File: src/rtl/mips_pkg.sv
// Shared defaults for the MIPS register file and its write-back scoreboard.
package mips_pkg;
  localparam int DATA_W_DEF = 32;
  localparam int ADDR_W_DEF = 5;
  localparam int REG_ZERO   = 0;
endpackage

File: src/rtl/mips_scoreboard.sv
// Per-register pending bits set at issue and cleared at write-back, with a
// running pending count and a one-cycle error pulse on a redundant reservation.
module mips_scoreboard
  import mips_pkg::*;
#(
  parameter int ADDR_W = ADDR_W_DEF
) (
  input  logic                   clk,
  input  logic                   rst_n,
  input  logic                   wr_en_i,
  input  logic [ADDR_W-1:0]      wr_addr_i,
  input  logic                   rsv_en_i,
  input  logic [ADDR_W-1:0]      rsv_addr_i,
  output logic [2**ADDR_W-1:0]   pending_o,
  output logic [ADDR_W:0]        pending_count_o,
  output logic                   reserve_err_o
);

  localparam int NREGS = 2**ADDR_W;

  logic [NREGS-1:0] pend_q, pend_d;
  logic [ADDR_W:0]  count_q, count_d;
  logic             err_q, err_d;

  logic wr_live, rsv_live, same_reg, eff_set, eff_clr;

  assign wr_live  = wr_en_i  && (wr_addr_i  != ADDR_W'(REG_ZERO));
  assign rsv_live = rsv_en_i && (rsv_addr_i != ADDR_W'(REG_ZERO));
  assign same_reg = wr_live && rsv_live && (wr_addr_i == rsv_addr_i);

  // A write-back to the reserved register frees it first, so re-reserving it is legal.
  assign eff_clr = wr_live && pend_q[wr_addr_i];
  assign eff_set = rsv_live && (!pend_q[rsv_addr_i] || same_reg);

  always_comb begin
    pend_d = pend_q;
    if (wr_live)  pend_d[wr_addr_i]  = 1'b0;
    if (rsv_live) pend_d[rsv_addr_i] = 1'b1;
    count_d = count_q + (ADDR_W+1)'(eff_set) - (ADDR_W+1)'(eff_clr);
    err_d   = rsv_live && pend_q[rsv_addr_i] && !same_reg;
  end

  always_ff @(posedge clk or negedge rst_n) begin
    if (!rst_n) begin
      pend_q  <= '0;
      count_q <= '0;
      err_q   <= 1'b0;
    end else begin
      pend_q  <= pend_d;
      count_q <= count_d;
      err_q   <= err_d;
    end
  end

  assign pending_o       = pend_q;
  assign pending_count_o = count_q;
  assign reserve_err_o   = err_q;

endmodule

File: src/rtl/mips_regfile_sb.sv
// MIPS general-purpose register file with hardwired $zero, optional write-to-read
// bypass and an integrated RAW-hazard scoreboard.
module mips_regfile_sb
  import mips_pkg::*;
#(
  parameter int DATA_W = DATA_W_DEF,
  parameter int ADDR_W = ADDR_W_DEF,
  parameter int NUM_RD = 2,
  parameter int BYPASS = 1
) (
  input  logic                       clk,
  input  logic                       rst_n,
  input  logic [NUM_RD*ADDR_W-1:0]   read_reg,
  output logic [NUM_RD*DATA_W-1:0]   read_data,
  output logic [NUM_RD-1:0]          read_busy,
  input  logic [ADDR_W-1:0]          write_reg,
  input  logic [DATA_W-1:0]          write_data,
  input  logic                       signal_reg_write,
  input  logic [ADDR_W-1:0]          reserve_reg,
  input  logic                       signal_reserve,
  output logic [ADDR_W:0]            pending_count,
  output logic                       reserve_err
);

  localparam int NREGS = 2**ADDR_W;

  logic [DATA_W-1:0] regs_q [NREGS];
  logic [DATA_W-1:0] regs_d [NREGS];
  logic [NREGS-1:0]  pending;
  logic              wr_live;

  assign wr_live = signal_reg_write && (write_reg != ADDR_W'(REG_ZERO));

  always_comb begin
    regs_d = regs_q;
    if (wr_live) regs_d[write_reg] = write_data;
  end

  always_ff @(posedge clk or negedge rst_n) begin
    if (!rst_n) begin
      for (int r = 0; r < NREGS; r++) regs_q[r] <= '0;
    end else begin
      regs_q <= regs_d;
    end
  end

  for (genvar i = 0; i < NUM_RD; i++) begin : g_rd
    logic [ADDR_W-1:0] ra;
    logic              hit;
    assign ra  = read_reg[i*ADDR_W +: ADDR_W];
    assign hit = (BYPASS != 0) && wr_live && (write_reg == ra);
    assign read_data[i*DATA_W +: DATA_W] =
      (ra == ADDR_W'(REG_ZERO)) ? '0 : (hit ? write_data : regs_q[ra]);
    // A register being written back this cycle is no longer a hazard once forwarded.
    assign read_busy[i] = pending[ra] & ~hit;
  end

  mips_scoreboard #(.ADDR_W(ADDR_W)) u_sb (
    .clk             (clk),
    .rst_n           (rst_n),
    .wr_en_i         (signal_reg_write),
    .wr_addr_i       (write_reg),
    .rsv_en_i        (signal_reserve),
    .rsv_addr_i      (reserve_reg),
    .pending_o       (pending),
    .pending_count_o (pending_count),
    .reserve_err_o   (reserve_err)
  );

endmodule

File: config.mk
export PLATFORM = sky130hd
export DESIGN_NAME = mips_regfile_sb
export DESIGN_NICKNAME = d
export VERILOG_FILES = /design/src/rtl/mips_pkg.sv /design/src/rtl/mips_scoreboard.sv /design/src/rtl/mips_regfile_sb.sv
export SDC_FILE = /design/constraint.sdc
export NUM_CORES = 2
export LEC_CHECK = 0
export CELL_PAD_IN_SITES_DETAIL_PLACEMENT = 0
export CELL_PAD_IN_SITES_GLOBAL_PLACEMENT = 1
export CORE_ASPECT_RATIO = 0.6
export CORE_MARGIN = 3
export CORE_UTILIZATION = 39
export DETAILED_ROUTE_END_ITERATION = 16
export PLACE_DENSITY = 0.69
export SLEW_MARGIN = 20
export SYNTH_ARGS = -nofsm -noshare
export SYNTH_HDL_FRONTEND = slang
export SYNTH_SLANG_ARGS = --single-unit
File: constraint.sdc
create_clock -name clk -period 3.69 [get_ports clk]
set_input_delay 0.738 -clock clk [delete_from_list [all_inputs] [get_ports clk]]
set_output_delay 0.738 -clock clk [all_outputs]
set_load 0.01 [all_outputs]
==> results.yml <==
outcome:
  status: "complete, but fails checks"
  violations: "setup timing"
place:
  placed_cell_area_um2: 65600
  numPortBuffers: 128
  gp_congestion: 0.930
  dp_hpwl_um: 149000
  pre_cts_slack_ns: -0.828
  placedCellCount: 6149
die:
  die_y_um: 304
  core_um2: 146000
  start_util: 0.396
  boundaryPins: 129
  row_count: 108
  die-area_um2: 153000
  die_width_um: 503
cells_and_area:
  instances_no_fill: 6408
  fin_nets: 4447
  fillers: 12500
  syn2layout_area_growth_pct: 21.5
  drive_gt1_frac: 0.551
  multi_input_comb_area_um2: 29600
  final_area_um2: 70200
  seqCellArea_um2: 26600
job:
  max_cap_violations: 0
global_route:
  grt_usage: 0.294
  antenna_found_initial: 10
  grt_pass1_vias: 41300
  gr-total-overflow: 0
  grt_max_degree: 135
  grt_pass1_wl_um: 323000
logic_synthesis:
  synth_top_area_frac: 0.461
  seq_area_frac_synth: 0.461
  ys_ff_latch: 1063
  netlist_area_um2: 57700
  syn_inst: 3990
  avgSynthCellArea_um2: 14.5
  synth_area_leaders: "dfrtp_1, mux2_2, mux4_2, mux2i_1, clkbuf_1"
  synth_nets: 4053
  yosys_warnings: 0
  synth_edf_count: 0
  synthFlopType: "dfrtp_1"
  synth_top_area_cell: "dfrtp_1"
  ys_types: 67
  async_flop_share: 1.00
detailed_routing:
  drt_first_pass_iters: 6
  postRouteWirelength_um: 228000
  drt_first_iter_violations: 5765
  viasPerCell: 6.53
  routedWlPerCell_um: 35.5
  num_vias: 41900
  drc: 0
  postRouteAntennaNets: 0
clock_network:
  cts_tree: "yes"
  htree_levels: 3
  cts-root-buf: "clkbuf_16"
  cts_buffers: 104
  clk_path_buf_depth: 3
  cts.sinks: 1063
  clk_latency_ns: 0.73
  path_clk_slew_ns: 0.06
power_and_ir_drop:
  power_switching_w: 0.0105
  p_per_area_nw_per_um2: 506
  p_int_w: 0.0251
  finalPower_w: 0.0355
  pwr-share-clk: 0.313
  combPwrFrac: 0.243
  leakagePower_nw: 30.7
  power_frac_seq: 0.444
  switching_share: 0.295
  vdd_drop_max_uv: 378
worst_setup_path:
  cp.arrival_ns: 2.97
  end_kind: "primary output"
  crit_required_ns: 2.95
  cp_max_fo: 14
  cp-start-kind: "input port"
  critical_path_class: "in -> out"
sta:
  rsz0062_at_grt: "yes"
  setup_ws_ns: -0.0195
  fin_crit_sh: 1.01
  setup_viol: 4
  slew_headroom: 0.454
  min_period_ns: 3.71
  worst_pin_slew_ns: 0.818
  fmax_mhz: 270
  maxSlewViolCount: 0
  fin_skew_ns: 0.0156
  hold_viol: 0
hold_path:
  hold_path.class: "reg -> reg"
## worst paths after layout
path	depth (start not counted)	slack, ns	start	end
worst max register to register	13	0.49	u_sb.pending_o[30]$_DFF_PN0_	u_sb.pending_count_o[4]$_DFF_PN0_
worst min-delay path	0	0.40	regs_q[1020]$_DFFE_PN0P_	regs_q[1020]$_DFFE_PN0P_
worst max-delay path	8	-0.02	read_reg[1]	read_data[30]
min in group asynchronous	2	0.56	rst_n	regs_q[793]$_DFFE_PN0P_
worst min register to register	0	0.40	regs_q[1020]$_DFFE_PN0P_	regs_q[1020]$_DFFE_PN0P_
max in group asynchronous	4	1.88	rst_n	regs_q[272]$_DFFE_PN0P_
## registers in the layout (all words and copies together), names as in the netlist
signal,cells
u_sb.pending_count_o,6
u_sb.reserve_err_o,1
u_sb.pending_o,32
regs_q,1024
## power by group through the flow
stage / clock network [W] / registers, W / logic [W]
4_1_cts: 0.0113 / 0.0156 / 0.00851
5_1_grt: 0.0117 / 0.0160 / 0.00915
3_5_place_dp: 0 / 0.0158 / 0.00843
2_1_floorplan: 0 / 0.0152 / 0.00563
3_3_place_gp: 0 / 0.0157 / 0.00828
6_report: 0.0111 / 0.0158 / 0.00863
## area by class of cell
class                      count  area share
timing repair buffer         744       0.114
sequential                  1063       0.379
antenna                       11    0.000392
clock buffer                 158      0.0437
multi-input combinational   2452       0.422
tap                         1925      0.0343
clock inverter                36     0.00558
inverter                      19     0.00102
## critical path, cell delays in order
cell and delay [ns]:
buf_8 0.21, buf_6 0.26, buf_4 0.28, mux4_2 0.33, a22oi_1 0.22, nand3_1 0.24
a32o_1 0.35, dlygate4sd2_1 0.30
## cells in the mapped netlist, drive strengths merged (25+ instances only)
library cell and number:
dfrtp 1063, mux2 1063, mux4 434, clkbuf 237
buf 219, mux2i 207, nand2 72, o221ai 65
o22ai 64, nor2 63, o21ai 62, a221o 41
a21oi 40, nor3 39, a22oi 34, a32o 29
a211o 25
## metrics by stage
stage	hold WS (ns)	setup TNS (ns)	utilization
2_1_floorplan	0.441	0	-
3_3_place_gp	0.380	-46.02	0.450
3_5_place_dp	0.385	-45.78	0.450
4_1_cts	0.401	-0.0654	0.478
5_1_grt	0.410	-0.106	0.481
6_report	0.397	-0.0398	0.481
## per-layer routing
layer	GRT usage	wire [um]	up-vias
met1	0.443	100000	22600
met2	0.403	94600	2460
met5	0	41	-
met3	0.0920	25700	395
met4	0.0852	6960	6
li1	-	-	16400
## layout by cell type (no fill, tap or decap), types with 13 or more instances in the layout
master,instances
o221ai_1,63
a22o_1,23
nor3_1,26
nor4_1,13
buf_12,152
mux4_2,434
clkbuf_1,29
clkdlybuf4s50_1,45
a211o_1,24
a221oi_1,19
a22oi_1,33
inv_1,15
nor2_1,44
dfrtp_1,1063
buf_6,30
a21oi_1,40
o22ai_1,60
o21ai_0,60
mux2i_1,207
clkbuf_16,108
a221o_1,38
a32o_2,24
nand2_1,58
dlygate4sd2_1,23
clkinv_2,20
clkbuf_8,25
buf_4,432
buf_2,27
nor2_4,17
mux2_2,1047
## cells by family after synthesis
family / count (synthesis) / share of synthesized area
AO/OA/AOI/OAI: 459 / 0.0619
AND/OR/NAND/NOR: 262 / 0.0228
XOR/XNOR: 20 / 0.00303
adder cells (fa/ha/maj): 7 / 0.00165
buffers and inverters: 475 / 0.0375
multiplexers: 1704 / 0.412
flip-flops: 1063 / 0.461
## timing repair
action,CTS,global route
buffers inserted,28,24
resized for setup,297,47
setup endpoints to repair,66,51
hold endpoints to repair,24,0
pin swaps,47,14
hold buffers,1,0
gates cloned,2,3
Power figures use the tool's default switching activity.
